===== config.mk =====
export PLATFORM = sky130hd
export DESIGN_NAME = multicycle_ctrl
export DESIGN_NICKNAME = d
export VERILOG_FILES = /design/src/rtl/mctrl_pkg.sv /design/src/rtl/mctrl_mem_watchdog.sv /design/src/rtl/multicycle_ctrl.sv
export SDC_FILE = /design/constraint.sdc
export NUM_CORES = 1
export LEC_CHECK = 0
export ABC_AREA = 0
export BUFFER_PORTS_ARGS = -buffer_cell sky130_fd_sc_hd__buf_4
export CAP_MARGIN = 20
export CORE_ASPECT_RATIO = 1.25
export CORE_MARGIN = 2
export CORE_UTILIZATION = 52
export DETAILED_ROUTE_END_ITERATION = 12
export GPL_ROUTABILITY_DRIVEN = 1
export GPL_TIMING_DRIVEN = 0
export PLACE_DENSITY = 0.79
export RECOVER_POWER = 100
export SYNTH_ARGS = -nofsm -noshare
export SYNTH_HDL_FRONTEND = slang
export SYNTH_SLANG_ARGS = --single-unit

===== constraint.sdc =====
create_clock -name clk -period 2.1 [get_ports clk]
set_input_delay 0.105 -clock clk [delete_from_list [all_inputs] [get_ports clk]]
set_output_delay 0.105 -clock clk [all_outputs]
set_load 0.02 [all_outputs]

===== src/rtl/mctrl_pkg.sv =====
// Shared types and encodings for the multicycle RV32I control sequencer.
// Holds the state enum, opcode constants and the datapath control encodings.
package mctrl_pkg;

  typedef enum logic [3:0] {
    ST_RESET,
    ST_FETCH,
    ST_DECODE,
    ST_EXEC,
    ST_ALU_WB,
    ST_ADDR,
    ST_MEM_RD,
    ST_LOAD_WB,
    ST_MEM_WR,
    ST_BRANCH,
    ST_JAL,
    ST_TRAP
  } state_t;

  localparam logic [6:0] OP_R      = 7'b0110011;
  localparam logic [6:0] OP_I      = 7'b0010011;
  localparam logic [6:0] OP_LOAD   = 7'b0000011;
  localparam logic [6:0] OP_STORE  = 7'b0100011;
  localparam logic [6:0] OP_BRANCH = 7'b1100011;
  localparam logic [6:0] OP_JAL    = 7'b1101111;

  localparam logic [2:0] F3_BEQ = 3'b000;
  localparam logic [2:0] F3_BNE = 3'b001;

  localparam logic [1:0] ALU_ADD   = 2'b00;
  localparam logic [1:0] ALU_SUB   = 2'b01;
  localparam logic [1:0] ALU_FUNCT = 2'b10;

  localparam logic [1:0] WB_ALUOUT = 2'b00;
  localparam logic [1:0] WB_MDR    = 2'b01;
  localparam logic [1:0] WB_PC     = 2'b10;

  localparam logic [1:0] SRCB_RS2  = 2'b00;
  localparam logic [1:0] SRCB_FOUR = 2'b01;
  localparam logic [1:0] SRCB_IMM  = 2'b10;

  localparam logic [1:0] CAUSE_NONE    = 2'b00;
  localparam logic [1:0] CAUSE_ILLEGAL = 2'b01;
  localparam logic [1:0] CAUSE_TIMEOUT = 2'b10;

  // Only BEQ/BNE are decoded; every other branch funct3 falls through.
  function automatic logic branch_taken(input logic [2:0] f3, input logic zero);
    return ((f3 == F3_BEQ) && zero) || ((f3 == F3_BNE) && !zero);
  endfunction

endpackage


===== src/rtl/mctrl_mem_watchdog.sv =====
// Memory-access watchdog: counts consecutive stalled request cycles and flags
// expiry on the cycle the limit is reached, unless ready arrives that cycle.
module mctrl_mem_watchdog #(
  parameter int MEM_TIMEOUT = 255
) (
  input  logic clk,
  input  logic rst,
  input  logic busy,
  input  logic ready,
  input  logic clear,
  output logic expired
);

  localparam int CW = $clog2(MEM_TIMEOUT + 2);
  localparam logic [CW-1:0] LAST = CW'(MEM_TIMEOUT - 1);

  logic [CW-1:0] count_reg;

  always_ff @(posedge clk or posedge rst) begin
    if (rst) begin
      count_reg <= '0;
    end else if (clear || !busy || ready) begin
      count_reg <= '0;
    end else begin
      count_reg <= count_reg + 1'b1;
    end
  end

  // A zero limit disables expiry; the counter then just free-runs harmlessly.
  assign expired = (MEM_TIMEOUT != 0) && busy && !ready && (count_reg == LAST);

endmodule


===== src/rtl/multicycle_ctrl.sv =====
// Multicycle RV32I main sequencer: per-instruction FSM, shared memory port and trap.
// Optional perf counters are built when MCTRL_PERF_EN is defined.
module multicycle_ctrl
  import mctrl_pkg::*;
#(
  parameter int MEM_TIMEOUT = 255
`ifdef MCTRL_PERF_EN
  ,
  parameter int CNT_W = 32
`endif
) (
  input  logic       clk,
  input  logic       rst,
  input  logic [6:0] opcode,
  input  logic [2:0] funct3,
  input  logic       alu_zero,
  input  logic       mem_ready,
  output logic       mem_req,
  output logic       mem_we,
  output logic       addr_sel,
  output logic       ir_we,
  output logic       pc_we,
  output logic       pc_src,
  output logic       reg_we,
  output logic [1:0] wb_sel,
  output logic       alu_src_a,
  output logic [1:0] alu_src_b,
  output logic [1:0] alu_op,
  output logic       trap,
  output logic [1:0] trap_cause
`ifdef MCTRL_PERF_EN
  ,
  output logic [CNT_W-1:0] perf_cycles,
  output logic [CNT_W-1:0] perf_instret
`endif
);

  state_t     state_reg, state_next;
  logic [1:0] cause_reg, cause_next;
  logic       mem_busy;
  logic       wd_expired;

  assign mem_busy = (state_reg == ST_FETCH) || (state_reg == ST_MEM_RD) ||
                    (state_reg == ST_MEM_WR);

  mctrl_mem_watchdog #(.MEM_TIMEOUT(MEM_TIMEOUT)) u_watchdog (
    .clk     (clk),
    .rst     (rst),
    .busy    (mem_busy),
    .ready   (mem_ready),
    .clear   (state_next != state_reg),
    .expired (wd_expired)
  );

  always_comb begin
    state_next = state_reg;
    cause_next = cause_reg;
    case (state_reg)
      ST_RESET:   state_next = ST_FETCH;
      ST_FETCH: begin
        if (mem_ready) begin
          state_next = ST_DECODE;
        end else if (wd_expired) begin
          state_next = ST_TRAP;
          cause_next = CAUSE_TIMEOUT;
        end
      end
      ST_DECODE: begin
        case (opcode)
          OP_R, OP_I:        state_next = ST_EXEC;
          OP_LOAD, OP_STORE: state_next = ST_ADDR;
          OP_BRANCH:         state_next = ST_BRANCH;
          OP_JAL:            state_next = ST_JAL;
          default: begin
            state_next = ST_TRAP;
            cause_next = CAUSE_ILLEGAL;
          end
        endcase
      end
      ST_EXEC:    state_next = ST_ALU_WB;
      ST_ALU_WB:  state_next = ST_FETCH;
      ST_ADDR:    state_next = (opcode == OP_STORE) ? ST_MEM_WR : ST_MEM_RD;
      ST_MEM_RD: begin
        if (mem_ready) begin
          state_next = ST_LOAD_WB;
        end else if (wd_expired) begin
          state_next = ST_TRAP;
          cause_next = CAUSE_TIMEOUT;
        end
      end
      ST_LOAD_WB: state_next = ST_FETCH;
      ST_MEM_WR: begin
        if (mem_ready) begin
          state_next = ST_FETCH;
        end else if (wd_expired) begin
          state_next = ST_TRAP;
          cause_next = CAUSE_TIMEOUT;
        end
      end
      ST_BRANCH:  state_next = ST_FETCH;
      ST_JAL:     state_next = ST_FETCH;
      ST_TRAP:    state_next = ST_TRAP;
      default:    state_next = ST_RESET;
    endcase
  end

  always_ff @(posedge clk or posedge rst) begin
    if (rst) begin
      state_reg <= ST_RESET;
      cause_reg <= CAUSE_NONE;
    end else begin
      state_reg <= state_next;
      cause_reg <= cause_next;
    end
  end

  // Outputs decode straight from the state register so reset clears them at once.
  always_comb begin
    mem_req   = 1'b0;
    mem_we    = 1'b0;
    addr_sel  = 1'b0;
    ir_we     = 1'b0;
    pc_we     = 1'b0;
    pc_src    = 1'b0;
    reg_we    = 1'b0;
    wb_sel    = WB_ALUOUT;
    alu_src_a = 1'b0;
    alu_src_b = SRCB_RS2;
    alu_op    = ALU_ADD;
    case (state_reg)
      ST_FETCH: begin
        mem_req   = 1'b1;
        alu_src_b = SRCB_FOUR;
        ir_we     = mem_ready;
        pc_we     = mem_ready;
      end
      ST_DECODE:  alu_src_b = SRCB_IMM;
      ST_EXEC: begin
        alu_src_a = 1'b1;
        alu_src_b = (opcode == OP_R) ? SRCB_RS2 : SRCB_IMM;
        alu_op    = ALU_FUNCT;
      end
      ST_ALU_WB:  reg_we = 1'b1;
      ST_ADDR: begin
        alu_src_a = 1'b1;
        alu_src_b = SRCB_IMM;
      end
      ST_MEM_RD: begin
        mem_req  = 1'b1;
        addr_sel = 1'b1;
      end
      ST_LOAD_WB: begin
        reg_we = 1'b1;
        wb_sel = WB_MDR;
      end
      ST_MEM_WR: begin
        mem_req  = 1'b1;
        mem_we   = 1'b1;
        addr_sel = 1'b1;
      end
      ST_BRANCH: begin
        alu_src_a = 1'b1;
        alu_op    = ALU_SUB;
        pc_src    = 1'b1;
        pc_we     = branch_taken(funct3, alu_zero);
      end
      ST_JAL: begin
        reg_we = 1'b1;
        wb_sel = WB_PC;
        pc_we  = 1'b1;
        pc_src = 1'b1;
      end
      default: ;
    endcase
  end

  assign trap       = (state_reg == ST_TRAP);
  assign trap_cause = cause_reg;

`ifdef MCTRL_PERF_EN
  logic [CNT_W-1:0] cycles_reg, instret_reg;

  always_ff @(posedge clk or posedge rst) begin
    if (rst) begin
      cycles_reg  <= '0;
      instret_reg <= '0;
    end else begin
      if (state_reg != ST_RESET && state_reg != ST_TRAP)
        cycles_reg <= cycles_reg + 1'b1;
      if (state_next == ST_FETCH && state_reg != ST_FETCH && state_reg != ST_RESET)
        instret_reg <= instret_reg + 1'b1;
    end
  end

  assign perf_cycles  = cycles_reg;
  assign perf_instret = instret_reg;
`endif

endmodule

# [Word-level counts from Yosys, hierarchy flattened]
# Cells that the tools add are included.
[classes] addsub=1 n_eq_ne=23 muxes=24 n_reduce_logical=26
[op_table] op="4-bit case mux with 8 select lines" n=1
[op_table] op="4-bit two-way mux" n=5
[op_table] op="4-bit by 3-bit == test with 1-bit output (second input constant)" n=4
[op_table] op="4-bit == test (second input constant)" n=4
[op_table] op="4-bit case mux with 4 select lines" n=1
[op_table] op="7-bit by 6-bit == test with 1-bit output (second input constant)" n=2
[op_table] op="7-bit == test (second input constant)" n=2
[op_table] op="2-bit case mux with 2 select lines" n=3
[op_table] op="2-bit OR reduction" n=5
[op_table] op="9-bit by 1-bit adder with 9-bit output (second input constant)" n=1
[op_table] op="9-bit by 8-bit == test with 1-bit output (second input constant)" n=1
[op_table] op="9-bit two-way mux" n=1
[op_table] op="3-bit OR reduction" n=3
[op_table] op="4-bit by 2-bit == test with 1-bit output (second input constant)" n=2
[op_table] op="2-bit two-way mux" n=4
[op_table] op="7-bit by 2-bit == test with 1-bit output (second input constant)" n=1
[op_table] op="7-bit by 5-bit == test with 1-bit output (second input constant)" n=1
[op_table] op="1-bit two-way mux" n=7
[op_table] op="2-bit case mux with 3 select lines" n=1
[op_table] op="6-bit OR reduction" n=1
[op_table] op="1-bit logical OR" n=5
[op_table] op="5-bit OR reduction" n=1
[op_table] op="4-bit by 1-bit == test with 1-bit output (second input constant)" n=1
[op_table] op="1-bit logical AND" n=4
[op_table] op="other kinds (10)" n=13
[totals] ff_bits=15 input_bits=14 output_inout_bits=17 elab_cells=77

# [Longest topological paths before layout]
# Gate-level depths: netlist of run 1.
[depth] depth_word=12 mapped_depth=6 mapped_depth_nobuf=6

# [Hierarchy]
# From an unflattened synthesis of run 1, not the netlist that was laid out.
[unflattened] cells_unflattened=149 area_unflattened_um2=1242.4
[by_module_without_submodules] module="multicycle_ctrl" n_inst=1 cells_per_inst=104 area_each_um2=797.0 seq_area_each_um2=150.1
[by_module_without_submodules] module="mctrl_mem_watchdog" n_inst=1 cells_per_inst=45 area_each_um2=445.4 seq_area_each_um2=225.2

# [Worst setup path after synthesis of run 1]
# Ideal clock, no wire load.
[synth_path] kind="reg-to-output" startpoint="reg state_reg[3]" endpoint="out pc_we" arrival_ns=1.627 t_required_ns=1.995 slack_ns=0.368 path_stages_with_launch=5 n_path_buf=1 path_cell_list="dfrtp_1 buf_2 nor4b_4 and2_1 o21bai_1"
[synth_via] elab_chain_cells=2 elab_cells_between_ends=4 cone_classes="3 x eq/ne; 1 x mux"
[synth_rtl] element="start: declaration" line="multicycle_ctrl.sv:38" source="state_t state_reg, state_next;"
[synth_rtl] element="start signal: assignment" line="multicycle_ctrl.sv:112" source="state_reg <= state_next;"
[synth_rtl] element="4-bit == test / 4-bit by 1-bit == test with 1-bit output (equally long branches)" line="multicycle_ctrl.sv:130" source="case (state_reg)"
[synth_rtl] element="1-bit case mux with 3 select lines (*)" line="multicycle_ctrl.sv:130"
[synth_rtl] element="end: declaration" line="multicycle_ctrl.sv:22" source="output logic pc_we,"
# Every way passes the cells marked *; elsewhere a longest branch is shown, timed or not.

# [Worst setup path in the final report of run 1]
[layout_path] startpoint="reg state_reg[3]" endpoint="out reg_we"
[layout_via] elab_chain_cells=3 elab_cells_between_ends=5 cone_classes="3 x eq/ne; 1 x mux; 1 x reduce/logical"
[layout_rtl] element="4-bit == test / 4-bit by 3-bit == test with 1-bit output (equally long branches)" line="multicycle_ctrl.sv:130"
[layout_rtl] element="3-bit OR reduction (no line) (*)"
[layout_rtl] element="1-bit two-way mux (*)" line="multicycle_ctrl.sv:130"
[layout_rtl] element="end: declaration" line="multicycle_ctrl.sv:24" source="output logic reg_we,"
# Marked as above.

==> impl_metrics.yaml, run 1 <==
status:
  status: "finished clean"
setup_path:
  r2r_start: "state_reg[3]"
  start_kind: "flip-flop"
  worstPathMaxFanout: 10
  cp.arrival_ns: 1.87
  cp_data_required_time_ns: 2.00
  critPathKind: "flip-flop to output port"
  startpoint: "state_reg[3]"
  end_kind: "output port"
timing:
  tightest_slew_ns: 0.688
  fin_tns_setup_ns: 0
  slew_headroom_pct: 54.0
  rsz0062_at_grt: "no"
  finalSetupViolCount: 0
  finalCritPeriodShare_pct: 94.1
  final.min_clock_period_ns: 1.98
  hold_viol_final: 0
  drv_slew: 0
  fmax_ghz: 0.506
  setup_slack_ns: 0.124
  holdWs_ns: 0.178
  fin_skew_ns: 0.00252
finish:
  syn2layout_area_growth_pct: 22.1
  stdcell_count: 199
  drive_gt1_share_pct: 25.6
  final_nets: 185
  seq_area_sq_um: 375
  largest_reg_flops: 9
  fillers: 199
  antenna_cells: 0
  multi_input_area_sq_um: 751
  postLayoutCoreUtil_pct: 66.4
synth:
  synth_compound_area_share_pct: 19.2
  synth_xor_area_share_pct: 5.89
  synth_seq_cells: 15
  synth_cell_type_count: 46
  synth_area_sq_um: 1190
  async_flop_share_pct: 100
  muxShareOfSynthArea_pct: 0
  synth_fp_nets: 149
  ys_seq_area_share_pct: 31.6
  synth_top_family_by_area: "simple AND/OR/NAND/NOR gates"
  synth-edff-count: 0
  synth_warnings: 0
  synth-simple-area-share_pct: 36.5
  synthCells: 133
  postSynthAreaPerCell_sq_um: 8.94
  synthAdderAreaFrac_pct: 2.11
  synthFlopType: "dfrtp_1"
power_and_ir_drop:
  leakage_nw: 0.628
  p_per_area_nw_per_um2: 1140
  vdd_drop_max_mv: 0.691
detailed_routing:
  num_vias: 1143
  dr_wl_met2_um: 1430
  met1_length_um: 1100
  routed_wirelength_um: 2730
  drc: 0
  viasPerCell: 5.74
  wl_met3_um: 149
  drtIter0Drc: 23
  dr.pass1.iters: 4
  top_layer: "met4"
  drtAntennaViolNets: 0
  wl_per_cell_um: 13.7
clocking:
  clkTransAtPathRegs_ns: 0.09
  cts_tree: "done"
  ctsRootBufferMaster: "clkbuf_4"
  clock_latency_ns: 0.28
  cts_buffer_depth: 2
  htree_levels: 1
  cts_buffers: 3
  clock-sinks: 15
global_route:
  antenna_found_initial: 0
  grt_use_total_pct: 22.4
  grt_max_degree: 16
  grt-ovfl-total: 0
  grt_pass1_vias: 1101
  grt_pass1_wl_um: 4510
hold_path:
  hp-class: "input port to flip-flop"
  min_from: "mem_ready"
die:
  core_region_area_sq_um: 2190
  num_rows: 19
  start_util_pct: 54.3
  die_h_um: 57.5
  die_area_sq_um: 2690
  fp.dieW_um: 46.8
  io_pins: 31
job:
  max-cap-violations: 0
placed_design:
  dp.cells: 194
  gp_congestion: 0.923
  place_ws_ns: 0.360
  dpl.hpwl_um: 2140
  portBuffers: 30
[layout by cell type, fill, tap and decap left out, types with 2 or more instances in the layout]
| cell type | n |
|---|---|
| a2111o_1 | 2 |
| a21oi_1 | 7 |
| and2_1 | 2 |
| and2b_1 | 2 |
| buf_4 | 21 |
| clkbuf_1 | 9 |
| clkbuf_2 | 3 |
| clkbuf_4 | 4 |
| dfrtp_1 | 15 |
| ha_1 | 2 |
| inv_1 | 8 |
| nand2_1 | 11 |
| nand2b_1 | 3 |
| nand3_1 | 7 |
| nand4_1 | 3 |
| nor2_1 | 6 |
| nor2b_1 | 2 |
| nor3_1 | 12 |
| nor3_2 | 2 |
| o211ai_1 | 3 |
| o21ai_0 | 3 |
| o21bai_1 | 2 |
| o31a_1 | 2 |
| o31ai_1 | 2 |
| or2_2 | 2 |
| xor2_1 | 7 |
[cells by family after synthesis]
group | after synthesis
xor gates and xnor gates | 8
adders and majority gates | 2
AOI/OAI and AO/OA | 29
buffers and inverters | 13
and+or+nand+nor | 66
DFF | 15
[metrics by stage]
stage | total power (W) | instance area [sq um]
4_1_cts | 0.00172 | 1490
5_1_grt | 0.00178 | 1450
2_1_floorplan | 0.00120 | 1190
6_report | 0.00165 | 1450
3_3_place_gp | 0.00154 | 1450
3_5_place_dp | 0.00155 | 1450
[path summary, 6_finish.rpt]
| path | to | slack (ns) | cells after the start |
|---|---|---|---|
| setup / recovery | reg_we | 0.12 | 7 |
| hold / removal | trap_cause[1] | 0.18 | 3 |
| setup reg to reg | trap_cause[0] | 0.16 | 5 |
| hold reg to reg | trap_cause[1] | 0.54 | 2 |
| max in group asynchronous | u_watchdog.count_reg[6] | 1.32 | 3 |
| min in group asynchronous | trap_cause[1] | 0.42 | 3 |
[where the power goes]
part	switching (W)	leakage, nW	internal [W]
combinational	0.000640	0.412	0.000422
sequential	0.0000789	0.199	0.000351
clock	0.0000887	0.0177	0.0000707
[layer usage]
layer,global-route usage [%],vias up
met1,27.8,530
met4,9.13,0
met3,2.22,8
met2,38.2,43
li1,-,562
met5,0,-
[critical path, stage by stage (launching register included)]
cell and delay [ns]:
dfrtp_1 0.33, clkbuf_2 0.24, clkbuf_2 0.30, inv_1 0.10, nand2_1 0.13, nor3_1 0.06
or2_2 0.28, buf_4 0.16
[final cells by class]
class                           count  area share (%)
Buffer                              5            1.81
Timing Repair Buffer               31            14.0
Tap cell                           31            2.67
Clock inverter                      1           0.345
Sequential cell                    15            25.9
Multi-Input combinational cell    105            51.7
Clock buffer                        3            1.55
Inverter                            8            2.07
[synth_stat cells, types with 2 or more instances]
master    instances  area (sq um)
nand4_1           3          18.8
o21bai_1          2          15.0
nor3_2            2          20.0
o31a_1            2          17.5
o31ai_1           2          15.0
dfrtp_1          15           375
nand2_1          11          41.3
nand2b_1          3          18.8
nor4b_4           2          47.6
o211ai_1          3          22.5
xor2_1            7          61.3
ha_1              2          25.0
a21oi_1           7          35.0
nor2_1            6          22.5
buf_2             3          15.0
inv_1             7          26.3
nor3_1           12          60.1
and2_1            3          18.8
o21ai_0           3          15.0
a2111o_1          2          22.5
or2_2             2          12.5
and2b_1           2          15.0
nand3_1           7          35.0
nor2b_1           3          18.8
[timing repair]
| action | in CTS | in global routing |
|---|---|---|
| gates resized for setup | 0 | 1 |
| setup endpoints to repair | 0 | 1 |
| buffers inserted | 0 | 0 |
| endpoints found under the hold margin | 15 | 0 |
| hold buffers | 1 | 0 |
Note: power is estimated with default switching activity, not from simulation.
==> run 2: changes to the inputs <==
--- a/config.mk
+++ b/config.mk
@@ -15,7 +15,8 @@
 export GPL_ROUTABILITY_DRIVEN = 1
 export GPL_TIMING_DRIVEN = 0
 export PLACE_DENSITY = 0.79
-export RECOVER_POWER = 100
+export RECOVER_POWER = 25
+export SLEW_MARGIN = 20
 export SYNTH_ARGS = -nofsm -noshare
 export SYNTH_HDL_FRONTEND = slang
 export SYNTH_SLANG_ARGS = --single-unit
==> impl_metrics.yaml, run 2 (synthesis gave the netlist of run 1 again) <==
clocking:
  ctsRootBufferMaster: "clkbuf_4"
  htree_levels: 1
  cts_setup_buffers: 0
  clkTransAtPathRegs_ns: 0.09
  cts_buffer_depth: 2
  cts_buffers: 3
  cts_tree: "done"
  clock_latency_ns: 0.28
  clock-sinks: 15
power_and_ir_drop:
  p_total_w: 0.00171
  swShare_pct: 47.8
  vdd_drop_max_mv: 0.731
  seqPwrFrac_pct: 25.6
  clock_power_share_pct: 9.3
  p_per_area_nw_per_um2: 1150
  p_int_w: 0.000894
  leakage_nw: 0.663
  power_switching_w: 0.000819
  p_comb_share_pct: 65.1
global_route:
  grt_use_total_pct: 22.4
  antenna_found_initial: 0
  grt_pass1_vias: 1101
  grt_pass1_wl_um: 4510
  grt_max_degree: 16
  grt-ovfl-total: 0
setup_path:
  start_kind: "flip-flop"
  crit_top_cell: "buf_4"
  cp.arrival_ns: 1.85
  end_kind: "output port"
  cpPeakStageDelay_ns: 0.48
  slowest_stage: "dfrtp_1"
  critPathKind: "flip-flop to output port"
  path_cells: "buf_4 -> nor2b_1 -> nor3_1 -> or2_2 -> buf_4"
  worstPathMaxFanout: 10
  cp_data_required_time_ns: 2.00
  rrSetupSlack_ns: 0.35
finish:
  drive_gt1_share_pct: 31.0
  fillers: 184
  final_cell_mix: "buf_4, dfrtp_1, nor3_1, nand2_1"
  stdcell_area_sq_um: 1490
  layout_commonest_cell: "buf_4"
  syn2layout_area_growth_pct: 25.6
  antenna_cells: 0
  final_nets: 185
  largest_reg_flops: 9
placed_design:
  gp_congestion: 0.923
  portBuffers: 30
  dpl.hpwl_um: 2140
  place_ws_ns: 0.360
  dpl_cell_area_sq_um: 1450
timing:
  final.min_clock_period_ns: 1.95
  drv_slew: 0
  fmax_ghz: 0.512
  fin_tns_setup_ns: 0
  setup_slack_ns: 0.148
  hold_viol_final: 0
  tightest_slew_ns: 0.623
  fin_skew_ns: 0.00210
  rsz0062_at_grt: "no"
  finalSetupViolCount: 0
  slew_headroom_pct: 57.9
  finalCritPeriodShare_pct: 92.9
detailed_routing:
  num_vias: 1134
  viasPerCell: 5.70
  drtAntennaViolNets: 0
  dr.pass1.iters: 4
  routed_wirelength_um: 2730
  wl_per_cell_um: 13.7
  drtIter0Drc: 20
  drc: 0
die:
  core_region_area_sq_um: 2190
  die_h_um: 57.5
  num_rows: 19
  io_pins: 31
  start_util_pct: 54.3
  fp.dieW_um: 46.8
  die_area_sq_um: 2690
status:
  status: "finished clean"
hold_path:
  hp-class: "input port to flip-flop"
job:
  max-cap-violations: 0
run 2: cell count changes in the layout (fill, tap and decap cells not counted), moves of 2 or more:
cell / before / now
buf_4: 21 / 30
clkbuf_1: 9 / 1
clkbuf_2: 3 / 0
buf_2: 1 / 3
run 2: cell type report:
| type | instances | area (sq um) | area share, % |
|---|---|---|---|
| multi-input cells | 105 | 759 | 50.9 |
| flip-flops and latches | 15 | 375 | 25.1 |
| repair buffers | 31 | 235 | 15.8 |
| well taps | 31 | 38.8 | 2.60 |
| inverters | 8 | 30.0 | 2.01 |
| plain buffers | 5 | 26.3 | 1.76 |
| clock buffers | 3 | 22.5 | 1.51 |
| clock inverters | 1 | 5.00 | 0.335 |
run 2: worst paths after layout:
| check | endpoint | startpoint | cells past startpoint |
|---|---|---|---|
| min reg2reg | trap_cause[0] | trap_cause[0] | 1 |
| min in group asynchronous | trap_cause[1] | rst | 3 |
| max in group asynchronous | u_watchdog.count_reg[6] | rst | 3 |
| max | reg_we | state_reg[1] | 5 |
| min | trap_cause[1] | mem_ready | 3 |
| max reg2reg | trap_cause[0] | state_reg[2] | 4 |
run 2: worst max-delay path, delay by kind of cell, from the launching register on:
kind                   cells  cell delay [ns]
buffers and inverters      2             0.37
and+or+nand+nor            3             0.73
DFF                        1             0.48
run 2: metrics by stage:
| step | utilization [%] | std cells | hold WS (ns) |
|---|---|---|---|
| after floorplan | - | 133 | 0.00648 |
| after global placement | 66.4 | 194 | 0.189 |
| after detailed placement | 66.4 | 194 | 0.197 |
| after CTS | 68.1 | 199 | 0.172 |
| after global routing | 68.2 | 199 | 0.186 |
| final | 68.2 | 199 | 0.177 |
run 2: metal layers:
metal | track usage [%] | share of wire, %
met2 | 38.2 | 53
met3 | 2.22 | 5.1
met5 | 0 | 0
met4 | 9.13 | 1.9
met1 | 27.8 | 40
run 2: power groups by stage:
stage	Clock, W	Sequential, W	Combinational [W]
after floorplan	0	0.000449	0.000751
after global placement	0	0.000439	0.00110
after detailed placement	0	0.000444	0.00111
after CTS	0.000166	0.000438	0.00111
after global routing	0.000176	0.000449	0.00122
final	0.000160	0.000439	0.00111
run 2: timing repair:
action | CTS | global route
hold buffers | 1 | 0
endpoints found under the setup margin | 0 | 1
endpoints found under the hold margin | 15 | 0
resized for setup | 0 | 1
==> run 3: changes to the inputs <==
--- a/config.mk
+++ b/config.mk
@@ -16,6 +16,7 @@
 export GPL_TIMING_DRIVEN = 0
 export PLACE_DENSITY = 0.79
 export RECOVER_POWER = 25
+export REMOVE_ABC_BUFFERS = 1
 export SLEW_MARGIN = 20
 export SYNTH_ARGS = -nofsm -noshare
 export SYNTH_HDL_FRONTEND = slang
==> impl_metrics.yaml, run 3 (synthesis gave the netlist of run 1 again) <==
detailed_routing:
  viasPerCell: 5.69
  drc: 0
  wl_per_cell_um: 13.4
  drtIter0Drc: 32
  dr.pass1.iters: 4
  routed_wirelength_um: 2600
  num_vias: 1104
  drtAntennaViolNets: 0
timing:
  rsz0062_at_grt: "no"
  hold_viol_final: 0
  finalSetupViolCount: 0
  holdWs_ns: 0.177
  fmax_ghz: 0.543
  final.min_clock_period_ns: 1.84
  fin_tns_setup_ns: 0
  slew_headroom_pct: 56.9
  tightest_slew_ns: 0.630
  drv_slew: 0
  setup_slack_ns: 0.257
  finalCritPeriodShare_pct: 87.7
  fin_skew_ns: 0.00950
power_and_ir_drop:
  leakage_nw: 0.636
  p_comb_share_pct: 57.8
  swShare_pct: 48.1
  vdd_drop_max_mv: 0.628
  p_int_w: 0.000867
  p_per_area_nw_per_um2: 1140
  clock_power_share_pct: 9.5
  power_switching_w: 0.000805
  seqPwrFrac_pct: 32.6
finish:
  final_cell_mix: "buf_4, nor3_1, nand2_1, dfrtp_1"
  final_nets: 180
  syn2layout_area_growth_pct: 23.6
  fillers: 193
  largest_reg_flops: 9
  antenna_cells: 0
  layout_commonest_cell: "buf_4"
  drive_gt1_share_pct: 31.3
global_route:
  antenna_found_initial: 0
  grt_pass1_wl_um: 4310
  grt_max_degree: 18
  grt-ovfl-total: 0
  grt_pass1_vias: 1016
  grt_use_total_pct: 21.0
die:
  io_pins: 31
  num_rows: 19
  fp.dieW_um: 46.8
  die_h_um: 57.5
  start_util_pct: 54.3
  die_area_sq_um: 2690
  core_region_area_sq_um: 2190
setup_path:
  worstPathMaxFanout: 16
  r2r_start: "state_reg[3]"
  cp_data_required_time_ns: 2.00
  end_kind: "output port"
  start_kind: "flip-flop"
  startpoint: "state_reg[2]"
  cp.arrival_ns: 1.74
  critPathKind: "flip-flop to output port"
hold_path:
  hp-class: "input port to flip-flop"
  min_from: "mem_ready"
status:
  status: "finished clean"
clocking:
  htree_levels: 1
  ctsRootBufferMaster: "clkbuf_4"
  clock-sinks: 15
  cts_buffers: 3
  clkTransAtPathRegs_ns: 0.09
  cts_buffer_depth: 2
  cts_tree: "done"
  clock_latency_ns: 0.28
placed_design:
  portBuffers: 30
  gp_congestion: 0.883
  place_ws_ns: 0.0855
  dpl.hpwl_um: 2030
job:
  max-cap-violations: 0
[run 3: stage by stage]
stage                     std cells  util (%)  instance area, sq um  total power, W
final                           194      67.2                  1470         0.00167
after global routing            194      67.2                  1470         0.00181
after CTS                       194      66.9                  1460         0.00167
after detailed placement        189      65.2                  1430         0.00151
after global placement          189      65.2                  1430         0.00149
after floorplan                 128         -                  1160         0.00116
[run 3: path summary, 6_finish.rpt]
path | end | slack (ns) | depth (start not counted)
worst min-delay path | state_reg[1] | 0.18 | 3
worst max register to register | u_watchdog.count_reg[3] | 0.29 | 4
worst min register to register | trap_cause[0] | 0.51 | 1
min in group asynchronous | u_watchdog.count_reg[4] | 0.41 | 3
max in group asynchronous | state_reg[3] | 1.30 | 3
worst max-delay path | pc_we | 0.26 | 4
[run 3: power groups by stage]
stage / logic, W / clock network (W) / registers (W)
floorplan: 0.000642 / 0 / 0.000521
global placement: 0.000953 / 0 / 0.000536
detailed placement: 0.000968 / 0 / 0.000542
CTS: 0.000972 / 0.000163 / 0.000535
global route: 0.00106 / 0.000174 / 0.000571
finish: 0.000967 / 0.000159 / 0.000546
[run 3: per-layer routing]
metal  wire [um]  global-route usage, %  share of wire, %  vias to the layer above
li1            -                      -                 -                      547
met4           0                   4.76                 0                        0
met5           0                      0                 0                        -
met1        1030                   27.0                40                      531
met2        1460                   36.2                56                       26
met3         107                   2.85               4.1                        0
[run 3: layout make-up]
type	instances	area, sq um	share of cell area [%]
multi-input cells	105	757	51.5
flip-flops and latches	15	380	25.9
repair buffers	31	235	16.0
well taps	31	38.8	2.64
inverters	8	30.0	2.04
clock buffers	3	22.5	1.53
clock inverters	1	5.00	0.341
[run 3: worst max-delay path: stages (launching register included)]
cell	delay [ns]
dfrtp_2	0.54
nor4b_4	0.44
and2_1	0.20
o21bai_1	0.11
buf_4	0.16
[run 3: what timing repair did]
action	in CTS	in global routing
endpoints found under the setup margin	0	14
endpoints found under the hold margin	15	0
buffers inserted	0	0
hold buffers	1	0
gates resized for setup	0	4
